$ cat config.mk
export PLATFORM = sky130hd
export DESIGN_NAME = orv64_ob_responder
export DESIGN_NICKNAME = d
export VERILOG_FILES = /design/src/rtl/orv64_ob_pkg.sv /design/src/rtl/orv64_ob_magic_mem.sv /design/src/rtl/orv64_ob_responder.sv
export SDC_FILE = /design/constraint.sdc
export NUM_CORES = 2
export LEC_CHECK = 0
export ABC_CLOCK_PERIOD_IN_PS = 22400
export CORE_MARGIN = 5
export CORE_UTILIZATION = 45
export DETAILED_ROUTE_END_ITERATION = 10
export HOLD_SLACK_MARGIN = 0.03
export PLACE_DENSITY = 0.66
export SLEW_MARGIN = 30
export SYNTH_ARGS = -nofsm -noshare
export SYNTH_HDL_FRONTEND = slang
export SYNTH_SLANG_ARGS = --single-unit
export TNS_END_PERCENT = 20
$ cat constraint.sdc
create_clock -name clk -period 22.4 [get_ports clk]
set_input_delay 4.48 -clock clk [delete_from_list [all_inputs] [get_ports clk]]
set_output_delay 4.48 -clock clk [all_outputs]
set_load 0.05 [all_outputs]
$ cat src/rtl/orv64_ob_pkg.sv
// Shared types and helpers for the orv64 outbound responder.
// Holds FSM state, request capture and address-region decode.
package orv64_ob_pkg;

  localparam int unsigned OB_ADDR_W = 40;
  localparam int unsigned OB_DATA_W = 64;
  localparam int unsigned OB_ID_W   = 6;

  typedef enum logic [1:0] {
    OB_IDLE,
    OB_BUSY,
    OB_RESP
  } ob_state_e;

  typedef enum logic {
    OB_PORT_D = 1'b0,
    OB_PORT_I = 1'b1
  } ob_port_e;

  typedef enum logic [1:0] {
    OB_RGN_TOHOST,
    OB_RGN_FROMHOST,
    OB_RGN_MAGIC,
    OB_RGN_UNMAPPED
  } ob_region_e;

  typedef struct packed {
    logic                 rwn;
    logic [OB_ADDR_W-1:0] addr;
    logic [OB_DATA_W-1:0] wdata;
    logic [OB_ID_W-1:0]   id;
    ob_port_e             port;
  } ob_req_t;

  // Mailbox addresses win over the magic window; window is [start, end).
  function automatic ob_region_e ob_decode(
    input logic [OB_ADDR_W-1:0] addr,
    input logic [OB_ADDR_W-1:0] magic_start,
    input logic [OB_ADDR_W-1:0] magic_end,
    input logic [OB_ADDR_W-1:0] to_host_addr,
    input logic [OB_ADDR_W-1:0] from_host_addr
  );
    ob_region_e rgn;
    if (addr == to_host_addr) begin
      rgn = OB_RGN_TOHOST;
    end else if (addr == from_host_addr) begin
      rgn = OB_RGN_FROMHOST;
    end else if ((addr >= magic_start) && (addr < magic_end)) begin
      rgn = OB_RGN_MAGIC;
    end else begin
      rgn = OB_RGN_UNMAPPED;
    end
    return rgn;
  endfunction

endpackage

$ cat src/rtl/orv64_ob_magic_mem.sv
// Magic memory backing store: MEM_WORDS x 64-bit single-port RAM.
// Read data appears one cycle after the index is presented; contents are never reset.
module orv64_ob_magic_mem #(
  parameter int unsigned MEM_WORDS = 64
) (
  input  logic                         clk,
  input  logic                         we,
  input  logic [$clog2(MEM_WORDS)-1:0] idx,
  input  logic [63:0]                  wdata,
  output logic [63:0]                  rdata
);

  logic [63:0] mem [MEM_WORDS];

  always_ff @(posedge clk) begin
    if (we) begin
      mem[idx] <= wdata;
    end
    rdata <= mem[idx];
  end

endmodule

$ cat src/rtl/orv64_ob_responder.sv
// Outbound responder: arbitrates D/I requests round-robin and serves magic memory
// plus the tohost/fromhost mailboxes with a fixed grant-to-response latency.
module orv64_ob_responder
  import orv64_ob_pkg::*;
#(
  parameter int unsigned RESP_LATENCY = 2,
  parameter int unsigned MEM_WORDS    = 64
) (
  input  logic                 clk,
  input  logic                 rst,

  input  logic                 dc2ob_req,
  input  logic                 dc2ob_rwn,
  input  logic [OB_ADDR_W-1:0] dc2ob_addr,
  input  logic [63:0]          dc2ob_wdata,
  output logic [63:0]          ob2dc_rdata,
  output logic                 ob2dc_resp,

  input  logic                 ic2ob_req,
  input  logic                 ic2ob_rwn,
  input  logic [OB_ADDR_W-1:0] ic2ob_addr,
  input  logic [63:0]          ic2ob_wdata,
  input  logic [OB_ID_W-1:0]   ic2ob_id,
  output logic [63:0]          ob2ic_rdata,
  output logic                 ob2ic_resp,

  input  logic [OB_ADDR_W-1:0] cfg_magicmem_start_addr,
  input  logic [OB_ADDR_W-1:0] cfg_magicmem_end_addr,
  input  logic [OB_ADDR_W-1:0] cfg_to_host_addr,
  input  logic [OB_ADDR_W-1:0] cfg_from_host_addr,

  output logic                 tohost_valid,
  output logic [63:0]          tohost_data,
  input  logic                 tohost_ack,

  input  logic                 fromhost_wr,
  input  logic [63:0]          fromhost_wdata,
  output logic                 fromhost_valid
);

  localparam int unsigned IDX_W     = $clog2(MEM_WORDS);
  localparam bit          LAT1      = (RESP_LATENCY == 1);
  localparam int          BUSY_CNT  = (RESP_LATENCY >= 2) ? int'(RESP_LATENCY) - 2 : 0;
  localparam logic [3:0]  BUSY_INIT = BUSY_CNT[3:0];

  ob_state_e             state_q;
  logic [3:0]            cnt_q;
  ob_port_e              prio_q;
  ob_req_t               cur_q;
  logic                  rsp_mem_q;
  logic [63:0]           rsp_data_q;
  logic [63:0]           fromhost_data;
  logic [15:0]           unmapped_cnt;

  logic                  any_req;
  logic                  gnt_i;
  ob_req_t               in_req;
  ob_req_t               nxt;
  ob_region_e            region;
  logic                  is_write;
  logic                  stall;
  logic                  commit;
  logic [OB_ADDR_W-1:0]  mem_off;
  logic [IDX_W-1:0]      mem_idx;
  logic                  mem_we;
  logic [63:0]           mem_rdata;
  logic [63:0]           host_rdata;
  logic                  unused_bits;

  assign any_req = dc2ob_req | ic2ob_req;
  assign gnt_i   = ic2ob_req & (~dc2ob_req | (prio_q == OB_PORT_I));

  always_comb begin
    in_req = '0;
    if (gnt_i) begin
      in_req.rwn   = ic2ob_rwn;
      in_req.addr  = ic2ob_addr;
      in_req.wdata = ic2ob_wdata;
      in_req.id    = ic2ob_id;
      in_req.port  = OB_PORT_I;
    end else begin
      in_req.rwn   = dc2ob_rwn;
      in_req.addr  = dc2ob_addr;
      in_req.wdata = dc2ob_wdata;
      in_req.id    = '0;
      in_req.port  = OB_PORT_D;
    end
  end

  // In IDLE the live request is decoded so a latency-1 grant can complete at once;
  // otherwise the captured request drives decode and the RAM index.
  assign nxt      = (state_q == OB_IDLE) ? in_req : cur_q;
  assign region   = ob_decode(nxt.addr, cfg_magicmem_start_addr, cfg_magicmem_end_addr,
                              cfg_to_host_addr, cfg_from_host_addr);
  assign is_write = ~nxt.rwn;
  assign stall    = (region == OB_RGN_TOHOST) & is_write & tohost_valid & ~tohost_ack;

  assign commit = ~rst & ~stall &
                  (((state_q == OB_IDLE) & any_req & LAT1) |
                   ((state_q == OB_BUSY) & (cnt_q == 4'd0)));

  assign mem_off = nxt.addr - cfg_magicmem_start_addr;
  assign mem_idx = mem_off[3 +: IDX_W];
  assign mem_we  = commit & (region == OB_RGN_MAGIC) & is_write;

  assign unused_bits = ^{mem_off[2:0], mem_off[OB_ADDR_W-1:3+IDX_W], nxt.id};

  always_comb begin
    host_rdata = '0;
    if (nxt.rwn) begin
      case (region)
        OB_RGN_TOHOST:   host_rdata = tohost_data;
        OB_RGN_FROMHOST: host_rdata = fromhost_data;
        default:         host_rdata = '0;
      endcase
    end
  end

  orv64_ob_magic_mem #(
    .MEM_WORDS(MEM_WORDS)
  ) u_magic_mem (
    .clk   (clk),
    .we    (mem_we),
    .idx   (mem_idx),
    .wdata (nxt.wdata),
    .rdata (mem_rdata)
  );

  always_ff @(posedge clk) begin
    if (rst) begin
      state_q        <= OB_IDLE;
      cnt_q          <= '0;
      prio_q         <= OB_PORT_D;
      cur_q          <= '0;
      ob2dc_resp     <= 1'b0;
      ob2ic_resp     <= 1'b0;
      rsp_mem_q      <= 1'b0;
      rsp_data_q     <= '0;
      tohost_valid   <= 1'b0;
      tohost_data    <= '0;
      fromhost_valid <= 1'b0;
      fromhost_data  <= '0;
      unmapped_cnt   <= '0;
    end else begin
      ob2dc_resp <= 1'b0;
      ob2ic_resp <= 1'b0;

      unique case (state_q)
        OB_IDLE: begin
          if (any_req) begin
            cur_q   <= in_req;
            prio_q  <= gnt_i ? OB_PORT_D : OB_PORT_I;
            cnt_q   <= BUSY_INIT;
            state_q <= commit ? OB_RESP : OB_BUSY;
          end
        end
        OB_BUSY: begin
          if (cnt_q != 4'd0) begin
            cnt_q <= cnt_q - 4'd1;
          end else if (commit) begin
            state_q <= OB_RESP;
          end
        end
        OB_RESP: state_q <= OB_IDLE;
        default: state_q <= OB_IDLE;
      endcase

      if (commit) begin
        ob2dc_resp <= (nxt.port == OB_PORT_D);
        ob2ic_resp <= (nxt.port == OB_PORT_I);
        rsp_mem_q  <= (region == OB_RGN_MAGIC) & nxt.rwn;
        rsp_data_q <= host_rdata;
        if ((region == OB_RGN_UNMAPPED) && (unmapped_cnt != '1)) begin
          unmapped_cnt <= unmapped_cnt + 16'd1;
        end
      end

      // A completing write beats a same-cycle ack, so valid stays set with new data.
      if (commit && (region == OB_RGN_TOHOST) && is_write) begin
        tohost_data  <= nxt.wdata;
        tohost_valid <= 1'b1;
      end else if (tohost_ack) begin
        tohost_valid <= 1'b0;
      end

      if (fromhost_wr) begin
        fromhost_data  <= fromhost_wdata;
        fromhost_valid <= 1'b1;
      end else if (commit && (region == OB_RGN_FROMHOST) && is_write) begin
        fromhost_valid <= 1'b0;
      end
    end
  end

  assign ob2dc_rdata = ob2dc_resp ? (rsp_mem_q ? mem_rdata : rsp_data_q) : '0;
  assign ob2ic_rdata = ob2ic_resp ? (rsp_mem_q ? mem_rdata : rsp_data_q) : '0;

endmodule
-- Word level (Yosys, flattened, before mapping)
Memory sizes are Yosys's and may differ from the RTL's. A register that Yosys moved wholly into a read port is not among the register bits.
Cells that the tools add are included.
- memories: 1
- bits in writable memories: 4096
- register bits: 316
- output and inout bits: 196
- memories (memory ; depth ; width ; rd ports ; clocked after memory_dff ; write ports ; line ; text):
    u_magic_mem.mem ; 64 ; 64 ; 1 ; 1 ; 1 ; orv64_ob_magic_mem.sv:13 ; logic [63:0] mem [MEM_WORDS];
- bitwise logic cells: 19
- equal/unequal tests: 9
- order comparisons: 2
- multiplexer cells: 25
- add/subtract/negate cells: 2
- reductions and logical operators: 16
- operator list (operator ; number):
    $mux 64 ; 4
    $mux 112 ; 2
    $pmux 64 s2 ; 1
    $eq 40x40->1 ; 2
    $ge 40x40->1 ; 1
    $lt 40x40->1 ; 1
    $mux 2 ; 6
    $and 1x1->1 ; 10
    $sub 9x9->9 ; 1
    $mux 1 ; 8
    $mux 4 ; 2
    $pmux 4 s2 ; 1
    $not 1->1 ; 7
    $ne 2x2->1 const B ; 3
    $reduce_and 3->1 ; 2
    $reduce_bool 2->1 ; 3
    $logic_and 1x1->1 ; 5
    $eq 2x1->1 const B ; 2
    $logic_not 2->1 ; 2
    $logic_not 4->1 ; 1
    $pmux 2 s2 ; 1
    $reduce_bool 4->1 ; 1
    $sub 4x1->4 const B ; 1
    $eq 2x2->1 const B ; 1
    other kinds (4) ; 5

-- Depth between registers and ports, before layout
- depth after elaboration: 21
- depth in mapped cells: 25

-- Hierarchy
Synthesis repeated with hierarchy kept, for this count alone.
- cell total of the unflattened synthesis: 11311
- area total of the unflattened synthesis: 176207.7 µm²
- by module, submodules not included (module ; instances ; seq. area each (µm²) ; cells each ; area each (µm²)):
    orv64_ob_magic_mem ; 1 ; 124279.2 ; 8619 ; 155452.8
    orv64_ob_responder ; 1 ; 6206.0 ; 2692 ; 20754.9

-- Worst setup path after synthesis
No wires, ideal clock.
- path type: input -> register
- from: input dc2ob_req
- to: memory u_magic_mem.mem[33][0] (enable)
- required time: 21913 ps
- slack: 11140 ps
- buffers on the path: 7
- arrival: 10773 ps
- stages: 20
- cell sequence: nand2b_1 -> buf_4 -> buf_6 -> nand2_2 -> buf_2 -> buf_2 -> clkbuf_1 -> nor2_1 -> a21oi_1 -> o21ai_0 -> ha_1 -> nand2_1 -> o21ai_0 -> o21a_1 -> buf_2 -> nor3_1 -> nand2_1 -> or4_1 -> buf_2 -> nor2_1
- longest elaborated chain between the ends: 21
- ends and longest elaborated chain (element ; line ; text):
    from (decl) ; orv64_ob_responder.sv:12 ; input logic dc2ob_req,
    $not 1->1 * ; orv64_ob_responder.sv:71 ; assign gnt_i = ic2ob_req & (~dc2ob_req | (prio_q == OB_PORT_I));
    $or 1x1->1 * ; orv64_ob_responder.sv:71 ;
    $and 1x1->1 * ; orv64_ob_responder.sv:71 ;
    $mux 112 * ; orv64_ob_responder.sv:75 ; if (gnt_i) begin
    $mux 112 * ; orv64_ob_responder.sv:92 ; assign nxt = (state_q == OB_IDLE) ? in_req : cur_q;
    $ge 40x40->1 / $lt 40x40->1 (equally long branches) ; orv64_ob_pkg.sv:48 ; end else if ((addr >= magic_start) && (addr < magic_end)) begin
    $logic_and 1x1->1 ; orv64_ob_pkg.sv:48 ;
    $mux 1 ; orv64_ob_pkg.sv:48 ;
    $mux 2 ; orv64_ob_pkg.sv:46 ; end else if (addr == from_host_addr) begin
    $mux 2 ; orv64_ob_pkg.sv:44 ; if (addr == to_host_addr) begin
    $logic_not 2->1 ; orv64_ob_responder.sv:96 ; assign stall = (region == OB_RGN_TOHOST) & is_write & tohost_valid & ~tohost_ack;
    $and 1x1->1 (3 in series) ; orv64_ob_responder.sv:96 ;
    $not 1->1 ; orv64_ob_responder.sv:98 ; assign commit = ~rst & ~stall &
    $and 1x1->1 (2 in series) ; orv64_ob_responder.sv:98 ;
    $and 1x1->1 (2 in series) ; orv64_ob_responder.sv:104 ; assign mem_we = commit & (region == OB_RGN_MAGIC) & is_write;
    $mux 1 ; orv64_ob_magic_mem.sv:16 ; if (we) begin
    $mux 1 (implied by the code) ; orv64_ob_magic_mem.sv:17 ; mem[idx] <= wdata;
    to (decl) ; orv64_ob_magic_mem.sv:13 ;
Every way passes the cells marked *; elsewhere a longest branch is shown, timed or not.

-- Worst setup path in the final report
- from: input dc2ob_req
- to: memory u_magic_mem.mem[51][59] (enable)
The elaborated chain is that of the path after synthesis.

==> results.sh <==
export IMPL_r2r_start="state_q[0]"
export IMPL_skew_ps=70.67
export IMPL_syn_area_um2=169300
export IMPL_wl_per_cell_um=39.93
export IMPL_syn_area_per_cell_um2=16.57
export IMPL_vdd_ir_drop_worst_mv=0.1520
export IMPL_rows=225
export IMPL_synthArstFlopShare=0
export IMPL_routed_wl_um=653300
export IMPL_io_buffer_count=635
export IMPL_post_cts_buffers=0
export IMPL_yosysTopAreaCellShare=0.7265
export IMPL_clockBufferDepth=4
export IMPL_die_width_um=623.4
export IMPL_cp_start_kind="input port"
export IMPL_ys_seq_area_frac=0.7708
export IMPL_status="finished clean"
export IMPL_ys_flop_type="edfxtp_1"
export IMPL_tightestPinTransition_ps=1179
export IMPL_seq_area_um2=130500
export IMPL_preCtsSetupSlack_ps=7919
export IMPL_cts_max_level=5
export IMPL_end_kind="register"
export IMPL_mostFrequentLayoutCell="edfxtp_1"
export IMPL_drc=0
export IMPL_min_path_type="register to register"
export IMPL_grt_pass1_vias=103400
export IMPL_reg2reg_slack_ps=11990
export IMPL_total_leakage_power_uw=0.06342
export IMPL_final_cell_mix="edfxtp_1 (4096), a22oi_1 (1015), clkdlybuf4s50_1 (633)"
export IMPL_fin_nets=11480
export IMPL_cts_resized=0
export IMPL_max_freq_ghz=0.07289
export IMPL_cts_hold_buf=0
export IMPL_synth_top_cells_by_area="edfxtp_1 (73%), a22oi_1 (4.5%), dfxtp_1 (4.4%)"
export IMPL_fin_crit_ps=13720
export IMPL_area_growth_syn_to_layout_pct=16.70
export IMPL_synth_top_area_cell="edfxtp_1"
export IMPL_yosysWarnings=0
export IMPL_period_share=0.6125
export IMPL_first_pass_iters=9
export IMPL_cts_root_buf="clkbuf_16"
export IMPL_initial_core_util=0.4511
export IMPL_vias_per_cell=6.731
export IMPL_relSlewSlack=0.2142
export IMPL_crit_start="dc2ob_req"
export IMPL_synth_seq_cells=4470
export IMPL_vias=110100
export IMPL_ios=642
export IMPL_clk_latency_ps=1000
export IMPL_cts_buffers=421
export IMPL_syn_nets=10740
export IMPL_r2r_cells=17
export IMPL_drt_iter0_markers=20100
export IMPL_tns_ps=0
export IMPL_cts_tree="yes"
export IMPL_rsz0062_at_grt="false"
export IMPL_worstPathArrival_ps=14320
export IMPL_r2r_end="u_magic_mem.mem[51][59]"
export IMPL_dp_hpwl_um=381800
export IMPL_netlist_instances=10210
export IMPL_overflow=0
export IMPL_grt_pass1_wl_um=876500
export IMPL_setup_slack_ps=8680
export IMPL_n_fill_cell=29330
export IMPL_crit_fanout=57
export IMPL_endpoint="u_magic_mem.mem[51][59]"
export IMPL_core_um2=375300
export IMPL_cts_sinks=4470
export IMPL_synth_distinct_cells=90
export IMPL_ant_nets=0
export IMPL_maxCapViolCount=0
export IMPL_die_h_um=623.4
export IMPL_grt_max_degree=135
export IMPL_worstPathRequired_ps=23000
export IMPL_dieArea_um2=388600
export IMPL_synth_edf_count=4096
export IMPL_worstSetupPathType="input port to register"
export IMPL_drive_above_1_share=0.1049
export IMPL_hp_start="fromhost_data[19]"
export IMPL_maxSlewViolCount=0
export IMPL_clk_pin_slew_ps=60
export IMPL_hold_violations=0
export IMPL_antenna_found_initial=91
export IMPL_gp_congestion=0.9376
export IMPL_power_density_nw_per_um2=123.9
export IMPL_track_usage=0.3241
export IMPL_setup_viol=0
export IMPL_final_util=0.5265
export IMPL_multi_input_area_um2=36630
worst min-delay path by stage:
stage | endpoint | slack (ps) | cells after the start
after floorplan | rsp_data_q[0] | 450 | 1
after global placement | rsp_data_q[6] | 470 | 1
after detailed placement | rsp_data_q[12] | 480 | 1
after CTS | rsp_data_q[19] | 490 | 1
after global routing | rsp_data_q[19] | 510 | 1
final | rsp_data_q[19] | 490 | 1
cell usage after synthesis, types with 98 or more instances:
master,count
edfxtp_1,4096
a22oi_1,1015
mux2i_1,502
nand2_1,470
dfxtp_1,374
nor2_1,360
a221oi_1,328
clkbuf_1,319
buf_2,248
nand3_1,217
a222oi_1,210
o2111ai_1,206
o21ai_0,171
a21oi_1,155
inv_1,151
nor2b_1,144
nand4_1,135
a211oi_1,126
a221o_1,98
area by class of cell:
type	instances	share of cell area
sequential	4470	0.6605
multi-input combinational	4895	0.1854
clock buffer	535	0.05700
timing repair buffer	1013	0.04968
tap	4994	0.03163
clock inverter	244	0.01221
inverter	152	0.002888
antenna	57	0.0007220
through the flow:
step | area [um2] | power [uW] | cells | hold slack (ps)
after floorplan | 169300 | 14030 | 10210 | 454.6
after global placement | 183100 | 17110 | 15500 | 471.3
after detailed placement | 183600 | 17230 | 15520 | 481.1
after CTS | 197300 | 24240 | 16300 | 486.5
after global routing | 197500 | 25030 | 16320 | 505.7
final | 197600 | 24480 | 16360 | 489.0
where the power goes:
part           internal [uW]  leakage (uW)  switching, uW
Combinational           1990        0.0166           5320
Sequential              9860        0.0401            185
Clock                   4000       0.00667           3130
logic make-up after synthesis:
group,Yosys count,synth area share
XOR/XNOR,80,0.004227
flip-flops,4470,0.7708
buffers and inverters,849,0.02190
adder cells (fa/ha/maj),80,0.005913
AND/OR/NAND/NOR,1618,0.04699
AO/OA/AOI/OAI,2615,0.1205
multiplexers,502,0.02968
state kept, by name, indices dropped and copies added, names as in the netlist:
signal             count
ob2dc_resp             1
tohost_valid           1
u_magic_mem.rdata     64
cur_q                106
prio_q                 1
rsp_mem_q              1
fromhost_valid         1
state_q                2
rsp_data_q            64
tohost_data           64
fromhost_data         64
u_magic_mem.mem     4096
cnt_q                  4
ob2ic_resp             1
worst max-delay path: stages:
cell and delay (ps):
clkdlybuf4s50_1 570, nand2b_1 80, buf_4 290, nand2_8 540, buf_4 640, a21oi_1 290
o21ai_0 550, ha_1 590, nor2_1 230, a41oi_2 90, a21oi_1 510, xnor2_2 190
buf_12 450, buf_4 750, nand2_1 120, buf_4 400, or4_1 960, nor2_4 730
buf_4 730, buf_4 820
layer usage:
metal | vias up | global-route usage | share of wire
met2 | 9648 | 0.5019 | 0.46
met4 | 34 | 0.1849 | 0.066
li1 | 43500 | - | -
met3 | 1696 | 0.09075 | 0.14
met1 | 55250 | 0.4117 | 0.34
met5 | - | 0 | 0.00035
(Power assumes the default switching activity.)
